File: src/rtl/codificador_de_requisicao_pkg.sv
// Shared definitions for the request encoder.
//   - estado_t     : handshake FSM states (IDLE / VALID)
//   - SWITCH_REST  : idle level of the raw switches
//   - BUTTON_REST  : idle level of the raw active-low buttons (released)
//   - USER_PILOTO  : user code that, on both users at once, requests autopilot
package codificador_de_requisicao_pkg;

  typedef enum logic {
    IDLE  = 1'b0,
    VALID = 1'b1
  } estado_t;

  localparam logic       SWITCH_REST = 1'b0;
  localparam logic       BUTTON_REST = 1'b1;
  localparam logic [2:0] USER_PILOTO = 3'b111;

endpackage

File: src/rtl/codificador_de_requisicao_filtro.sv
// filtro_de_entrada: conditions one raw board input.
// A SYNC_STAGES-deep synchronizer feeds a debounce filter. The stable output
// only follows the synchronized input after it has differed from the current
// stable value for DEBOUNCE_CYCLES consecutive edges; any return to the stable
// value restarts the count.
// Ports:
//   clk    : system clock
//   rst_n  : asynchronous active-low reset (everything returns to REST_LEVEL)
//   raw    : asynchronous board input
//   stable : debounced, synchronized level
module filtro_de_entrada #(
  parameter int   DEBOUNCE_CYCLES = 50000,
  parameter int   SYNC_STAGES     = 2,
  parameter logic REST_LEVEL      = 1'b0
) (
  input  logic clk,
  input  logic rst_n,
  input  logic raw,
  output logic stable
);

  // Counter only needs to reach DEBOUNCE_CYCLES-1.
  localparam int             CNT_W    = (DEBOUNCE_CYCLES > 1) ? $clog2(DEBOUNCE_CYCLES) : 1;
  localparam logic [CNT_W-1:0] CNT_LAST = CNT_W'(DEBOUNCE_CYCLES - 1);

  logic [SYNC_STAGES-1:0] sync_reg;
  logic                   stable_reg;
  logic [CNT_W-1:0]       count_reg;
  logic                   synced;

  assign synced = sync_reg[SYNC_STAGES-1];
  assign stable = stable_reg;

  always_ff @(posedge clk or negedge rst_n) begin
    if (!rst_n) begin
      sync_reg   <= {SYNC_STAGES{REST_LEVEL}};
      stable_reg <= REST_LEVEL;
      count_reg  <= '0;
    end else begin
      sync_reg <= {sync_reg[SYNC_STAGES-2:0], raw};
      if (synced != stable_reg) begin
        if (count_reg == CNT_LAST) begin
          stable_reg <= synced;
          count_reg  <= '0;
        end else begin
          count_reg <= count_reg + 1'b1;
        end
      end else begin
        count_reg <= '0;
      end
    end
  end

endmodule

File: src/rtl/codificador_de_requisicao.sv
// codificador_de_requisicao: front-end encoder for the user/feature request
// path. Filters the twelve raw board inputs of both users and publishes
// registered 3-bit User/Func codes with a Valid/Ack handshake.
// Ports:
//   Clock, Reset_n             : clock, asynchronous active-low reset
//   CH_User0/1                 : raw user-level switches
//   CH_Func0/1                 : raw feature bit 2 switches
//   BTN0_n..BTN3_n             : raw active-low buttons (feature bits 1/0)
//   Ack                        : consumer accepted the published codes
//   User0/1, Func0/1           : published codes (buttons reported pressed = 1)
//   Valid                      : published codes are new and unacknowledged
//   Piloto                     : autopilot request (both users at USER_PILOTO)
// Optional feature macro: PILOTO_DETECT_EN (undefined: Piloto tied to 0).
module codificador_de_requisicao
  import codificador_de_requisicao_pkg::*;
#(
  parameter int DEBOUNCE_CYCLES = 50000,
  parameter int SYNC_STAGES     = 2
) (
  input  logic       Clock,
  input  logic       Reset_n,
  input  logic [2:0] CH_User0,
  input  logic       CH_Func0,
  input  logic       BTN0_n,
  input  logic       BTN1_n,
  input  logic [2:0] CH_User1,
  input  logic       CH_Func1,
  input  logic       BTN2_n,
  input  logic       BTN3_n,
  input  logic       Ack,
  output logic [2:0] User0,
  output logic [2:0] User1,
  output logic [2:0] Func0,
  output logic [2:0] Func1,
  output logic       Valid,
  output logic       Piloto
);

  // Word layout: [11:9] user0, [8:6] func0, [5:3] user1, [2:0] func1.
  localparam logic [11:0] REST_WORD = {
    {3{SWITCH_REST}}, SWITCH_REST, BUTTON_REST, BUTTON_REST,
    {3{SWITCH_REST}}, SWITCH_REST, BUTTON_REST, BUTTON_REST
  };

  logic [11:0] raw_word;
  logic [11:0] stable_word;
  logic [11:0] candidate;

  assign raw_word = {CH_User0, CH_Func0, BTN0_n, BTN1_n,
                     CH_User1, CH_Func1, BTN2_n, BTN3_n};

  genvar gi;
  generate
    for (gi = 0; gi < 12; gi++) begin : g_filtro
      filtro_de_entrada #(
        .DEBOUNCE_CYCLES (DEBOUNCE_CYCLES),
        .SYNC_STAGES     (SYNC_STAGES),
        .REST_LEVEL      (REST_WORD[gi])
      ) u_filtro (
        .clk    (Clock),
        .rst_n  (Reset_n),
        .raw    (raw_word[gi]),
        .stable (stable_word[gi])
      );
    end
  endgenerate

  // Departure from rest reads as 1: switches pass through, buttons invert.
  assign candidate = stable_word ^ REST_WORD;

  estado_t     state_reg, state_next;
  logic [11:0] pub_reg, pub_next;
  logic        valid_reg, valid_next;
`ifdef PILOTO_DETECT_EN
  logic        piloto_reg, piloto_next;
`endif

  always_ff @(posedge Clock or negedge Reset_n) begin
    if (!Reset_n) begin
      state_reg  <= IDLE;
      pub_reg    <= '0;
      valid_reg  <= 1'b0;
`ifdef PILOTO_DETECT_EN
      piloto_reg <= 1'b0;
`endif
    end else begin
      state_reg  <= state_next;
      pub_reg    <= pub_next;
      valid_reg  <= valid_next;
`ifdef PILOTO_DETECT_EN
      piloto_reg <= piloto_next;
`endif
    end
  end

  always_comb begin
    state_next  = state_reg;
    pub_next    = pub_reg;
    valid_next  = valid_reg;
`ifdef PILOTO_DETECT_EN
    piloto_next = piloto_reg;
`endif
    case (state_reg)
      IDLE: begin
        // Publish in the same edge the difference is seen.
        if (candidate != pub_reg) begin
          pub_next    = candidate;
          valid_next  = 1'b1;
          state_next  = VALID;
`ifdef PILOTO_DETECT_EN
          piloto_next = (candidate[11:9] == USER_PILOTO) &&
                        (candidate[5:3]  == USER_PILOTO);
`endif
        end
      end
      VALID: begin
        // Codes frozen until the consumer acknowledges; a pending input
        // change is picked up from IDLE one edge later.
        if (Ack) begin
          valid_next = 1'b0;
          state_next = IDLE;
        end
      end
      default: state_next = IDLE;
    endcase
  end

  assign User0 = pub_reg[11:9];
  assign Func0 = pub_reg[8:6];
  assign User1 = pub_reg[5:3];
  assign Func1 = pub_reg[2:0];
  assign Valid = valid_reg;
`ifdef PILOTO_DETECT_EN
  assign Piloto = piloto_reg;
`else
  assign Piloto = 1'b0;
`endif

endmodule
File: config.mk
export PLATFORM = sky130hd
export DESIGN_NAME = codificador_de_requisicao
export DESIGN_NICKNAME = d
export VERILOG_FILES = /design/src/rtl/codificador_de_requisicao_pkg.sv /design/src/rtl/codificador_de_requisicao_filtro.sv /design/src/rtl/codificador_de_requisicao.sv
export SDC_FILE = /design/constraint.sdc
export NUM_CORES = 1
export LEC_CHECK = 0
export BUFFER_PORTS_ARGS = -buffer_cell sky130_fd_sc_hd__buf_2
export CORE_MARGIN = 10
export CORE_UTILIZATION = 30
export CTS_BUF_LIST = sky130_fd_sc_hd__clkbuf_8 sky130_fd_sc_hd__clkbuf_16
export DETAILED_ROUTE_END_ITERATION = 16
export RECOVER_POWER = 25
export SYNTH_ARGS = -nofsm -noshare
export SYNTH_HDL_FRONTEND = slang
export SYNTH_HIERARCHICAL = 1
export SYNTH_SLANG_ARGS = --single-unit
export TNS_END_PERCENT = 1
File: constraint.sdc
create_clock -name Clock -period 2.5 [get_ports Clock]
set_clock_uncertainty 0.05 [all_clocks]
set_input_delay 0.5 -clock Clock [delete_from_list [all_inputs] [get_ports Clock]]
set_output_delay 0.5 -clock Clock [all_outputs]
set_load 0.005 [all_outputs]
Word level (Yosys, flattened, before mapping)
Index checks and enable logic that the tools add are counted.

operators by class
  add/sub/neg operators = 12
  multipliers = 0
  divide/modulo/power cells = 0
  order comparisons = 0
  eq/ne operators = 27
  shift operators = 0
  muxes and demuxes = 30
  bitwise logic cells = 2
  reductions and logical operators = 14

operator list
  operator                 number
  $mux W16                 24
  $add A16 B1 Y16 const B  12
  $eq A16 B16 Y1 const B   12
  $reduce_and A2 Y1        14
  $ne A1 B1 Y1             12
  $ne A12 B12 Y1           1
  $mux W1                  4
  $ne A2 B2 Y1 const B     2
  $not A4 Y4               1
  $pmux W1 S2              2
  $not A1 Y1               1

word-level totals
  register bits after elaboration = 242
  bits in latches = 0
  bits in writable memories = 0
  memory bits (read-only) = 0
  input port bits = 15
  output and inout port bits = 14
  word-level logic and storage cells = 124
  memories = 0

Longest topological paths before layout
  depth in word-level cells = 4
  gate-level depth with buffers = 6

Cells and area by module
Netlist, hierarchy kept.

modules (own cells, without submodules)
  module                                          times used  cells an instance  area each (sq um)
  filtro_de_entrada at g_filtro[10].u_filtro ...  8           83                 937.1
  filtro_de_entrada at g_filtro[0].u_filtro ...   4           83                 940.9
  codificador_de_requisicao                       1           58                 679.4

Least setup slack after synthesis
No wires, ideal clock.

  path kind = flip-flop to flip-flop
  start point = register g_filtro[0].u_filtro.stable_reg
  end point = register pub_reg[2]
  library setup time = 0.125 ns
  arrival time = 1.404 ns
  path slack = 0.921 ns
  stages on the path, launching flop included = 5
  cell sequence = dfstp_2 -> xnor2_1 -> nor4_1 -> a31oi_1 -> mux2_2

between the ends
  cells in the longest elaborated chain, start to end = 3

RTL lines
  element                      RTL line                                text
  start: declaration           codificador_de_requisicao_filtro.sv:27  logic stable_reg;
  start signal: assignment     codificador_de_requisicao_filtro.sv:43  stable_reg <= synced;
  $not A4 Y4 (no line)         -
  $ne A12 B12 Y1               codificador_de_requisicao.sv:106        if (candidate != pub_reg) begin
  $reduce_and A2 Y1 (no line)  -
  end signal: assignment       codificador_de_requisicao.sv:88         pub_reg <= pub_next;
  end: declaration             codificador_de_requisicao.sv:72         logic [11:0] pub_reg, pub_next;

No other way between the ends.
A chain may end at the register's enable or synchronous reset.

Worst setup path after layout
  start point = register g_filtro[1].u_filtro.stable_reg
  end point = register pub_reg[3]

between the ends
  cells in the longest elaborated chain, start to end = 3

RTL lines
  element                      RTL line
  start: declaration           codificador_de_requisicao_filtro.sv:27
  start signal: assignment     codificador_de_requisicao_filtro.sv:43
  $not A4 Y4 (no line)         -
  $ne A12 B12 Y1               codificador_de_requisicao.sv:106
  $reduce_and A2 Y1 (no line)  -

No other way between the ends.

==> run summary <==
The run finished with clean final reports. The power density relative to cell area is between 600 and 700 nW/um^2. The total die area came out at 48200 sq um. The worst reg-to-reg setup slack came out at 0.73 ns. The sequential area share after synthesis is 0.508. The DRC violations left is 0. The detail route stage leaves a number of antenna-violating nets equal to 0. The dominant cell type by area after synthesis is sky130_fd_sc_hd__dfrtp_1. The hold violation total from the final report is 0. The via count of the first global-routing pass came out at 7596.

The kind of critical path is reg -> reg. The half-perimeter wire length after placement came out at 15100 microns. The critical path data arrival time came out at around 2.1 ns. The pre-antenna-repair detailed-routing pass consisted of 4 iterations.

Yosys mapped the design onto 32 distinct sky130hd cell types. The placeable core region came out at slightly below 40000 sq um. The y dimension of the die came out at 220 microns. For the final routed database, the setup TNS stands at 0 ns. The number of primary I/O pins is 29. The share of synthesized area in the top cell type comes to 0.482.

In the post-synthesis netlist, the biggest area contributors are sky130_fd_sc_hd__dfrtp_1, sky130_fd_sc_hd__xnor2_1, sky130_fd_sc_hd__nor2_1. TritonCTS created 28 clock buffers. Hold is met by 0.0277 ns.

STA classifies the critical path startpoint as a flip-flop. The number of nets handed over by synthesis was 1081. The area added between synthesis and finish came out at 15.1%. The top fanout value on the critical path is 4. The mean post-synth cell area is between 10 and 15 sq um. The endpoint of the worst hold path is g_filtro[5].u_filtro/sync_reg[0].

Of the cells placed in the final design, the portion with a size suffix greater than 1 is 0.214. The flip-flop count of the largest register, all copies and words added is 192. The number of cell instances on the worst register-to-register path is 4.

The first global-routing pass estimated ~39000 microns of wire. The number of cells on the worst hold path is 1. The highest routing layer actually used is met4.

The global routing usage summed across all routing layers came out at 0.0945. The startpoint identified for the worst register-to-register timing path is g_filtro[1].u_filtro/stable. The TritonCTS clock tree is done. The static leakage power came out at around 5.5 nW. Detailed routing inserted a total of 7600 vias. The final number of setup-violating endpoints is 0.

The period utilization came out at 0.706. The worst setup path is captured at a flip-flop. The top cell types in the final layout, fill and taps aside, are sky130_fd_sc_hd__dfrtp_1, sky130_fd_sc_hd__nor2_1, sky130_fd_sc_hd__xnor2_1. Summed over all nets, wire length on met2 after detailed routing comes to about 10000 microns. At the end of the flow, the number of nets in the layout was 1139. At the later pin of the worst-skew pair, clock insertion delay measures 0.54 ns.

In the final routing, the length of wire on met1 measures 11200 microns. The number of setup buffers added after CTS is 0. The netlist area before placement is 11900 sq um. The remaining max-slew budget at the tightest pin is 0.267.

The detailed router finished its first iteration with about 300 violations. The die width is between 200 and 250 microns. The maximum resistive drop on vdd came out at 542 uV.

Clock-pin slew was measured on the worst setup and hold paths at 0.06 ns. The starting density of the core is 0.302. The routed length per placed instance is 13.5 microns. The path category of the worst min-delay check is in -> reg. Wires add up to approximately 22000 microns. The maximum number of pins on one net before global-route repair came out at 72. The highest clock frequency the design can meet is 0.566 GHz. The number of placement rows came out at 73.

The final critical delay including setup and external delays is 1.77 ns. The most frequent standard cell in the layout excluding fill and tap cells is sky130_fd_sc_hd__dfrtp_1. The synthesized design contains 242 register bits. The residual overflow from global routing is 0. The clock drives roughly 240 sinks.

The weighted congestion reported at the end of routability-driven placement came out at just over 0.8. Synthesis handed over a netlist of between 1000 and 1500 instances. In this run the deepest clock path goes through 3 buffers. 0 antenna diodes ended up in the layout.

The max-slew violation count is 0. The capture instance of the worst register-to-register path is pub_reg[3]. Across the run, the number of max-cap violations was 0. The number of warnings issued by yosys is 6. Setup repair after global routing left no endpoint under its margin. The number of vias per cell came out at 4.58. The clock tree root driver cell is sky130_fd_sc_hd__clkbuf_16.

The number of antenna violations at the first check in global routing is 0. The number of gates resized after CTS was 0. The number of buffer cells added on primary ports is 27. The data required time at the worst endpoint is 2.88 ns.

The pin slew with the least headroom to its limit came out at approximately 1.1 ns. The sum of met3 wire segment lengths after detailed routing came out at 947 microns. In this run the most critical hold path is launched from CH_User1[2].

The H-tree level count is 1.
[report_power, final]
group / internal (mW) / switching [mW]
logic: 0.183 / 0.309
clock network: 2.63 / 1.62
registers: 4.03 / 0.110
total: 6.84 / 2.04
[logic make-up after synthesis]
family,share of synthesized area
AND/OR/NAND/NOR,0.291
adder cells (fa/ha/maj),0.0126
AO/OA/AOI/OAI,0.00314
buffers and inverters,0.0242
multiplexers,0.0197
flip-flops,0.508
XOR/XNOR,0.141
other,0.000314
[through the flow]
step           instances  power, mW  setup slack (ns)   util  area (sq um)
2_1_floorplan       1054       4.46             0.921      -         11900
3_3_place_gp        1599       4.70             0.758  0.321         12700
3_5_place_dp        1599       4.71             0.716  0.321         12700
4_1_cts             1656       9.03             0.730  0.347         13700
5_1_grt             1658       9.28             0.553  0.348         13700
6_report            1658       8.88             0.734  0.348         13700
[synthesized netlist by cell type]
cell type,n
sky130_fd_sc_hd__nor2_2,36
sky130_fd_sc_hd__nand2_1,28
sky130_fd_sc_hd__mux2_2,20
sky130_fd_sc_hd__a31oi_1,1
sky130_fd_sc_hd__ha_1,12
sky130_fd_sc_hd__and3_1,24
sky130_fd_sc_hd__nor3_1,48
sky130_fd_sc_hd__a2bb2oi_1,1
sky130_fd_sc_hd__o21a_1,1
sky130_fd_sc_hd__and4b_1,12
sky130_fd_sc_hd__nor2_1,168
sky130_fd_sc_hd__nand2b_1,1
sky130_fd_sc_hd__inv_1,37
sky130_fd_sc_hd__nand4_4,12
sky130_fd_sc_hd__nor4_2,48
sky130_fd_sc_hd__nor4b_1,24
sky130_fd_sc_hd__nand3_4,12
sky130_fd_sc_hd__buf_4,1
sky130_fd_sc_hd__mux2i_1,1
sky130_fd_sc_hd__nand4_2,12
sky130_fd_sc_hd__dfstp_2,12
sky130_fd_sc_hd__buf_6,12
sky130_fd_sc_hd__clkbuf_1,2
sky130_fd_sc_hd__nand2_2,12
sky130_fd_sc_hd__conb_1,1
sky130_fd_sc_hd__xor2_1,44
sky130_fd_sc_hd__xnor2_1,148
sky130_fd_sc_hd__nor4_1,6
sky130_fd_sc_hd__nand3_1,61
sky130_fd_sc_hd__dfrtp_1,230
sky130_fd_sc_hd__o21ai_0,3
sky130_fd_sc_hd__nand4_1,24
[how the worst max path moves through the flow]
stage	start	endpoint	slack (ns)
finish	g_filtro[1].u_filtro/stable	pub_reg[3]	0.73
detailed placement	g_filtro[6].u_filtro/stable	pub_reg[3]	0.72
global route	Reset_n	g_filtro[5].u_filtro/count_reg[15]	0.55
CTS	g_filtro[6].u_filtro/stable	pub_reg[3]	0.73
floorplan	g_filtro[0].u_filtro/stable	pub_reg[2]	0.92
global placement	g_filtro[6].u_filtro/stable	pub_reg[2]	0.76
[per-layer routing]
layer | global-route usage | vias up
met3 | 0.0211 | 26
met5 | 0 | -
met1 | 0.132 | 3734
li1 | - | 3745
met4 | 0.0195 | 0
met2 | 0.147 | 95
[worst max-delay path, stage by stage (launching register included)]
cell and delay (ns):
sky130_fd_sc_hd__dfstp_2 0.56, sky130_fd_sc_hd__xnor2_1 0.20, sky130_fd_sc_hd__nor4_1 0.10, sky130_fd_sc_hd__a31oi_1 0.37, sky130_fd_sc_hd__mux2_2 0.38
[layout make-up]
type                    instances  area [sq um]
clock buffers                  34           783
clock inverters                17           194
fillers                      3866         25800
inverters                      37           139
multi-input cells             760          5580
flip-flops and latches        242          6070
well taps                     525           657
repair buffers                 43           323
[timing repair]
action,in CTS,in global routing
hold buffers,6,2
setup endpoints to repair,0,0
endpoints found under the hold margin,66,2
(Power assumes the default switching activity.)
